### src/rtl/nrf_seq_pkg.sv
// ============================================================================
// nrf_seq_pkg : nRF24L01 opcodes, register map, init table and sequencer states
// Rev 1.0
// ============================================================================
`default_nettype none

package nrf_seq_pkg;

   localparam logic [7:0] OP_W_REGISTER   = 8'h20;
   localparam logic [7:0] OP_W_TX_PAYLOAD = 8'hA0;
   localparam logic [7:0] OP_FLUSH_TX     = 8'hE1;

   localparam logic [7:0] REG_CONFIG    = 8'h00;
   localparam logic [7:0] REG_EN_AA     = 8'h01;
   localparam logic [7:0] REG_RF_CH     = 8'h05;
   localparam logic [7:0] REG_RF_SETUP  = 8'h06;
   localparam logic [7:0] REG_RX_PW_P0  = 8'h11;

   typedef struct packed {
      logic [7:0] addr;
      logic [7:0] val;
   } init_entry_t;

   localparam int INIT_LEN       = 5;
   localparam int INIT_RX_PW_IDX = 4;

   // RX_PW_P0 value is replaced by the payload length when the byte is issued
   localparam init_entry_t INIT_TABLE [INIT_LEN] = '{
      '{REG_CONFIG,   8'h0E},
      '{REG_EN_AA,    8'h00},
      '{REG_RF_CH,    8'h4C},
      '{REG_RF_SETUP, 8'h06},
      '{REG_RX_PW_P0, 8'h00}
   };

   typedef enum logic [2:0] {
      ST_POR_WAIT = 3'd0,
      ST_CFG      = 3'd1,
      ST_IDLE     = 3'd2,
      ST_PAY      = 3'd3,
      ST_CE       = 3'd4,
      ST_FAULT    = 3'd5
`ifdef NRF_TX_SEQ_FLUSH_EN
      ,
      ST_FLUSH    = 3'd6
`endif
   } seq_state_e;

   function automatic logic [7:0] init_byte(input logic [3:0] idx, input logic [7:0] plen);
      init_entry_t e;
      e = INIT_TABLE[idx[3:1]];
      if (idx[3:1] == 3'(INIT_RX_PW_IDX)) e.val = plen;
      return idx[0] ? e.val : (OP_W_REGISTER | e.addr);
   endfunction

endpackage

`default_nettype wire

### src/rtl/nrf_ce_pulse.sv
// ============================================================================
// nrf_ce_pulse : holds CE high for CE_PULSE_CYC cycles after a start strobe
// Rev 1.0
// ============================================================================
`default_nettype none

module nrf_ce_pulse #(
   parameter int CE_PULSE_CYC = 150
) (
   input  logic clk_10,
   input  logic rst,
   input  logic start_i,
   output logic ce_o,
   output logic last_o,
   output logic end_o
);

   localparam int CNT_W = $clog2(CE_PULSE_CYC + 1);
   localparam logic [CNT_W-1:0] C_CNT_END = CNT_W'(CE_PULSE_CYC - 1);

   logic [CNT_W-1:0] cnt_q;
   logic             ce_q;
   logic             end_q;

   // Final high cycle of CE; lets the sequencer leave CE in step with the fall
   assign last_o = ce_q && (cnt_q == C_CNT_END);
   assign ce_o   = ce_q;
   assign end_o  = end_q;

   always_ff @(posedge clk_10) begin
      if (rst) begin
         cnt_q <= '0;
         ce_q  <= 1'b0;
         end_q <= 1'b0;
      end else begin
         end_q <= last_o;
         if (start_i) begin
            ce_q  <= 1'b1;
            cnt_q <= '0;
         end else if (last_o) begin
            ce_q  <= 1'b0;
            cnt_q <= '0;
         end else if (ce_q) begin
            cnt_q <= cnt_q + CNT_W'(1);
         end
      end
   end

endmodule

`default_nettype wire

### src/rtl/nrf_tx_sequencer.sv
// ============================================================================
// nrf_tx_sequencer : nRF24L01 init-table writer and W_TX_PAYLOAD/CE launcher
// Optional FLUSH_TX before each packet: define NRF_TX_SEQ_FLUSH_EN
// Rev 1.0
// ============================================================================
`default_nettype none

module nrf_tx_sequencer
   import nrf_seq_pkg::*;
#(
   parameter int PAYLOAD_LEN  = 4,
   parameter int POR_CYC      = 1000,
   parameter int CE_PULSE_CYC = 150,
   parameter int TIMEOUT_CYC  = 255
) (
   input  logic                     clk_10,
   input  logic                     rst,
   input  logic                     send,
   input  logic [8*PAYLOAD_LEN-1:0] payload_in,
   output logic                     ready,
   output logic                     done,
   output logic                     error,
   output logic [7:0]               spi_data_in,
   output logic                     spi_start_tx,
   output logic                     spi_last,
   input  logic                     spi_done_tx,
   output logic                     ce_tx
);

   localparam int POR_W = $clog2(POR_CYC + 1);
   localparam int TMO_W = $clog2(TIMEOUT_CYC + 1);
   localparam logic [POR_W-1:0] C_POR_END  = POR_W'(POR_CYC - 1);
   localparam logic [TMO_W-1:0] C_TMO_END  = TMO_W'(TIMEOUT_CYC - 1);
   localparam logic [5:0]       C_CFG_LAST = 6'(2 * INIT_LEN - 1);
   localparam logic [5:0]       C_PAY_LAST = 6'(PAYLOAD_LEN);
   localparam logic [7:0]       C_PLEN     = 8'(PAYLOAD_LEN);

   seq_state_e               state_q, state_d;
   logic [POR_W-1:0]         por_cnt_q, por_cnt_d;
   logic [TMO_W-1:0]         tmo_q, tmo_d;
   logic [5:0]               idx_q, idx_d;
   logic                     out_q, out_d;
   logic [7:0]               data_q, data_d;
   logic                     last_q, last_d;
   logic                     start_q, start_d;
   logic                     err_q, err_d;
   logic                     ready_q;
   logic [8*PAYLOAD_LEN-1:0] payload_q;

   logic       w_capture;
   logic       w_ce_start;
   logic       w_ce_last;
   logic       w_ce;
   logic       w_ce_end;
   logic [5:0] w_issue_idx;
   logic [5:0] w_pay_sel;
   logic [7:0] w_pay_byte;
   logic [7:0] w_byte;
   logic       w_byte_last;
   logic       w_final;
   seq_state_e w_frame_next;

   // Byte to issue: the current index when idle, the next one when chaining on done
   always_comb begin
      w_issue_idx  = out_q ? (idx_q + 6'd1) : idx_q;
      w_pay_sel    = w_issue_idx - 6'd1;
      w_pay_byte   = 8'(payload_q >> {w_pay_sel, 3'b000});
      w_byte       = 8'h00;
      w_byte_last  = 1'b0;
      w_final      = 1'b0;
      w_frame_next = state_q;
      case (state_q)
         ST_CFG: begin
            w_byte       = init_byte(w_issue_idx[3:0], C_PLEN);
            w_byte_last  = w_issue_idx[0];
            w_final      = (idx_q == C_CFG_LAST);
            w_frame_next = ST_IDLE;
         end
         ST_PAY: begin
            w_byte       = (w_issue_idx == 6'd0) ? OP_W_TX_PAYLOAD : w_pay_byte;
            w_byte_last  = (w_issue_idx == C_PAY_LAST);
            w_final      = (idx_q == C_PAY_LAST);
            w_frame_next = ST_CE;
         end
`ifdef NRF_TX_SEQ_FLUSH_EN
         ST_FLUSH: begin
            w_byte       = OP_FLUSH_TX;
            w_byte_last  = 1'b1;
            w_final      = 1'b1;
            w_frame_next = ST_PAY;
         end
`endif
         default: ;
      endcase
   end

   always_comb begin
      state_d    = state_q;
      por_cnt_d  = por_cnt_q;
      tmo_d      = tmo_q;
      idx_d      = idx_q;
      out_d      = out_q;
      data_d     = data_q;
      last_d     = last_q;
      start_d    = 1'b0;
      err_d      = err_q;
      w_capture  = 1'b0;
      w_ce_start = 1'b0;
      case (state_q)
         ST_POR_WAIT: begin
            if (por_cnt_q == C_POR_END) begin
               state_d   = ST_CFG;
               por_cnt_d = '0;
            end else begin
               por_cnt_d = por_cnt_q + POR_W'(1);
            end
         end
         ST_IDLE: begin
            if (send) begin
               w_capture = 1'b1;
               idx_d     = 6'd0;
               out_d     = 1'b0;
`ifdef NRF_TX_SEQ_FLUSH_EN
               state_d   = ST_FLUSH;
`else
               state_d   = ST_PAY;
`endif
            end
         end
         ST_CE: begin
            if (w_ce_last) state_d = ST_IDLE;
         end
         ST_FAULT: ;
         default: begin
            if (!out_q) begin
               start_d = 1'b1;
               out_d   = 1'b1;
               tmo_d   = '0;
               data_d  = w_byte;
               last_d  = w_byte_last;
            end else if (spi_done_tx) begin
               if (w_final) begin
                  out_d      = 1'b0;
                  idx_d      = 6'd0;
                  state_d    = w_frame_next;
                  w_ce_start = (w_frame_next == ST_CE);
               end else begin
                  idx_d   = w_issue_idx;
                  start_d = 1'b1;
                  tmo_d   = '0;
                  data_d  = w_byte;
                  last_d  = w_byte_last;
               end
            end else if (tmo_q == C_TMO_END) begin
               out_d   = 1'b0;
               err_d   = 1'b1;
               state_d = ST_FAULT;
            end else begin
               tmo_d = tmo_q + TMO_W'(1);
            end
         end
      endcase
   end

   always_ff @(posedge clk_10) begin
      if (rst) begin
         state_q   <= ST_POR_WAIT;
         por_cnt_q <= '0;
         tmo_q     <= '0;
         idx_q     <= 6'd0;
         out_q     <= 1'b0;
         data_q    <= 8'h00;
         last_q    <= 1'b0;
         start_q   <= 1'b0;
         err_q     <= 1'b0;
         ready_q   <= 1'b0;
         payload_q <= '0;
      end else begin
         state_q   <= state_d;
         por_cnt_q <= por_cnt_d;
         tmo_q     <= tmo_d;
         idx_q     <= idx_d;
         out_q     <= out_d;
         data_q    <= data_d;
         last_q    <= last_d;
         start_q   <= start_d;
         err_q     <= err_d;
         ready_q   <= (state_d == ST_IDLE);
         if (w_capture) payload_q <= payload_in;
      end
   end

   nrf_ce_pulse #(
      .CE_PULSE_CYC (CE_PULSE_CYC)
   ) u_ce_pulse (
      .clk_10  (clk_10),
      .rst     (rst),
      .start_i (w_ce_start),
      .ce_o    (w_ce),
      .last_o  (w_ce_last),
      .end_o   (w_ce_end)
   );

   assign ready        = ready_q;
   assign done         = w_ce_end;
   assign error        = err_q;
   assign spi_data_in  = data_q;
   assign spi_start_tx = start_q;
   assign spi_last     = last_q;
   assign ce_tx        = w_ce;

endmodule

`default_nettype wire

### config.mk
export PLATFORM = sky130hd
export DESIGN_NAME = nrf_tx_sequencer
export DESIGN_NICKNAME = d
export VERILOG_FILES = /design/src/rtl/nrf_seq_pkg.sv /design/src/rtl/nrf_ce_pulse.sv /design/src/rtl/nrf_tx_sequencer.sv
export SDC_FILE = /design/constraint.sdc
export NUM_CORES = 1
export LEC_CHECK = 0
export BUFFER_PORTS_ARGS = -buffer_cell sky130_fd_sc_hd__buf_4
export CAP_MARGIN = 20
export CORE_UTILIZATION = 35
export CTS_BUF_LIST = sky130_fd_sc_hd__clkbuf_4 sky130_fd_sc_hd__clkbuf_8
export CTS_CLUSTER_SIZE = 28
export DETAILED_ROUTE_END_ITERATION = 7
export PLACE_DENSITY = 0.6
export SYNTH_ARGS = -nofsm -noshare
export SYNTH_HDL_FRONTEND = slang
export SYNTH_HIERARCHICAL = 1
export SYNTH_SLANG_ARGS = --single-unit
### constraint.sdc
create_clock -name clk_10 -period 6.5 [get_ports clk_10]
set_input_delay 1.625 -clock clk_10 [delete_from_list [all_inputs] [get_ports clk_10]]
set_output_delay 1.625 -clock clk_10 [all_outputs]
set_load 0.005 [all_outputs]
==> qor.yml <==
outcome:
  status: "finished, final reports clean"
clock_tree:
  htreeDepth: 3
  clockBufferDepth: 2
  cts_resized: 0
  root_buffer: "clkbuf_8"
  cts_setup_buffers: 0
  ctsHoldBuffers: 0
  path_clk_slew_ns: 0.08
  cts_tree: "done"
  numCtsBuffers: 9
  clock-sinks: 82
  clock_latency_ns: 0.35
synth:
  syn_area_per_cell_um2: 8.60
  ys_async_sr_fraction: 0
  synthesis.nets: 513
  ys.flop_type: "dfxtp_1"
  yosysWarnings: 6
  syn_inst: 467
  synth_cell_types: 67
  synth-edff-count: 0
  synth_seq_cells: 82
  synth_area_um2: 4020
  synth_seq_area_share: 0.409
timing:
  holdWs_ns: 0.454
  finalSetupViolations: 0
  drv_slew: 0
  rsz0062_at_grt: "no"
  min_period_over_period: 0.491
  slew_headroom: 0.379
  tightest_slew_ns: 0.927
  fin_skew_ns: 0.00954
  finalCriticalPeriod_ns: 3.19
  fin_setup_tns_ns: 0
  hold_violations: 0
  max_freq_ghz: 0.313
cells_and_area:
  mostFrequentLayoutCell: "nand2_1"
  drive_gt1_frac: 0.176
  syn_to_final_growth_pct: 16.6
  n_antenna_cell: 0
  fin_area_um2: 4680
  final_cell_mix: "nand2_1, dfxtp_1, buf_4, a21oi_1, nor2_1"
  fin_nets: 548
  fin_cells: 645
drt:
  dr.pass1.iters: 4
  routed_via_density: 5.15
  wire_per_inst_um: 13.5
  drc_errors: 0
  drt-initial-drc-count: 125
  vias: 3324
  antenna_left: 0
  routed_wl_um: 8720
die:
  die_h_um: 109
  fp-row-count: 38
  die-area_um2: 11900
  die_w_um: 109
  core_um2: 11000
  ios: 50
  initial_core_util: 0.364
grt:
  grt_pass1_wl_um: 14600
  grt_max_degree: 61
  grt.overflow.total: 0
  antenna_found_initial: 0
  grt_pass1_vias: 3125
  grt_use_total: 0.157
setup_path:
  crit_path_start_kind: "register"
  r2r-end: "spi_data_in[7]"
  reg2reg_slack_ns: 3.31
  crit_arrival_ns: 3.45
  worstSetupPathType: "register to register"
  reg2reg_depth: 11
  cp-startpoint: "idx_q[0]"
  worstPathMaxFanout: 12
  rr_startpoint: "idx_q[0]"
  endpoint: "spi_data_in[7]"
  end_kind: "register"
  crit_required_ns: 6.76
power:
  vdd_drop_max_mv: 0.0841
  power_mw: 0.991
  power_density_nw_per_um2: 212
  power.leakage_nw: 1.70
placed_design:
  gp_congestion: 0.790
  dp_hpwl_um: 6270
  place_area_um2: 4470
  dpl.cell_count: 631
  numPortBuffers: 49
worst_hold_path:
  hp-class: "register to register"
run:
  cap_viol_max_count: 0
cell usage after synthesis (all sizes together) (3+ instances only):
| master | count | share of area |
|---|---|---|
| mux4 | 8 | 0.045 |
| a221o | 7 | 0.017 |
| nand3 | 10 | 0.012 |
| inv | 10 | 0.0093 |
| o21ai | 6 | 0.0084 |
| ha | 10 | 0.031 |
| nand2b | 6 | 0.0093 |
| nor3 | 16 | 0.027 |
| nor2 | 46 | 0.044 |
| nor2b | 3 | 0.0047 |
| and3 | 5 | 0.0078 |
| xor2 | 10 | 0.022 |
| a31oi | 3 | 0.0047 |
| dfxtp | 82 | 0.41 |
| nand4 | 10 | 0.016 |
| nor4 | 4 | 0.0062 |
| a2111oi | 3 | 0.012 |
| clkbuf | 18 | 0.017 |
| a21oi | 45 | 0.056 |
| xnor2 | 15 | 0.035 |
| or3 | 5 | 0.0078 |
| nand2 | 90 | 0.086 |
| or2 | 4 | 0.0062 |
| buf | 9 | 0.012 |
| mux2i | 5 | 0.012 |
per-layer routing:
layer / routed length (um) / vias to the layer above / GRT usage / part of all wire
met5: 0 / - / 0 / 0
met2: 4010 / 55 / 0.248 / 0.46
met3: 320 / 9 / 0.0257 / 0.037
met1: 4260 / 1547 / 0.209 / 0.49
li1: - / 1713 / - / -
met4: 125 / 0 / 0.0666 / 0.014
cell families after synthesis:
kind of cell | after synthesis | share of synthesized area
muxes | 13 | 0.0573
DFF | 82 | 0.409
buffers and inverters | 37 | 0.0380
xor gates and xnor gates | 25 | 0.0564
adders and majority gates | 10 | 0.0312
AOI/OAI and AO/OA | 86 | 0.148
and+or+nand+nor | 214 | 0.260
metrics by stage:
stage | util | worst slack [ns]
after CTS | 0.425 | 3.34
after detailed placement | 0.406 | 3.32
after global placement | 0.406 | 3.42
after floorplan | - | 3.58
after global routing | 0.425 | 3.04
final | 0.425 | 3.31
flip-flops by register name, indices dropped and copies added, names as in the netlist:
signal / flops
state_q: 3
tmo_q: 8
out_q: 1
ready: 1
error: 1
u_ce_pulse/end_o: 1
por_cnt_q: 10
payload_q: 32
spi_data_in: 8
u_ce_pulse/ce_o: 1
spi_start_tx: 1
idx_q: 6
spi_last: 1
u_ce_pulse/cnt_q: 8
layout make-up:
| cell class | instances | area [um^2] |
|---|---|---|
| clock buffer | 11 | 145 |
| clock inverter | 3 | 65.1 |
| fill | 1126 | 6350 |
| inverter | 10 | 37.5 |
| multi-input combinational | 348 | 2240 |
| sequential | 82 | 1640 |
| tap | 140 | 175 |
| timing repair buffer | 51 | 383 |
power by group:
part | internal (mW) | total [mW] | switching, mW
registers | 0.508 | 0.517 | 0.00849
logic | 0.0362 | 0.0771 | 0.0409
clock network | 0.226 | 0.398 | 0.171
total | 0.771 | 0.991 | 0.221
how the worst min path moves through the flow:
stage                       start       endpoint  cells past startpoint
floorplan            payload_q[0]   payload_q[0]                      2
global placement    payload_q[13]  payload_q[13]                      2
detailed placement  payload_q[11]  payload_q[11]                      2
CTS                 payload_q[11]  payload_q[11]                      2
global route        payload_q[11]  payload_q[11]                      2
finish              payload_q[31]  payload_q[31]                      2
critical path, stage by stage, from the launching register on:
cell and delay [ns]:
dfxtp_1 0.59, ha_1 0.25, nand2_1 0.12, xnor2_1 0.45, inv_1 0.16, ha_1 0.24, nand2b_1 0.15, mux2i_1 0.17
xnor2_1 0.14, o21ai_0 0.16, or3b_1 0.40, a311oi_1 0.28
Power figures use the tool's default switching activity.
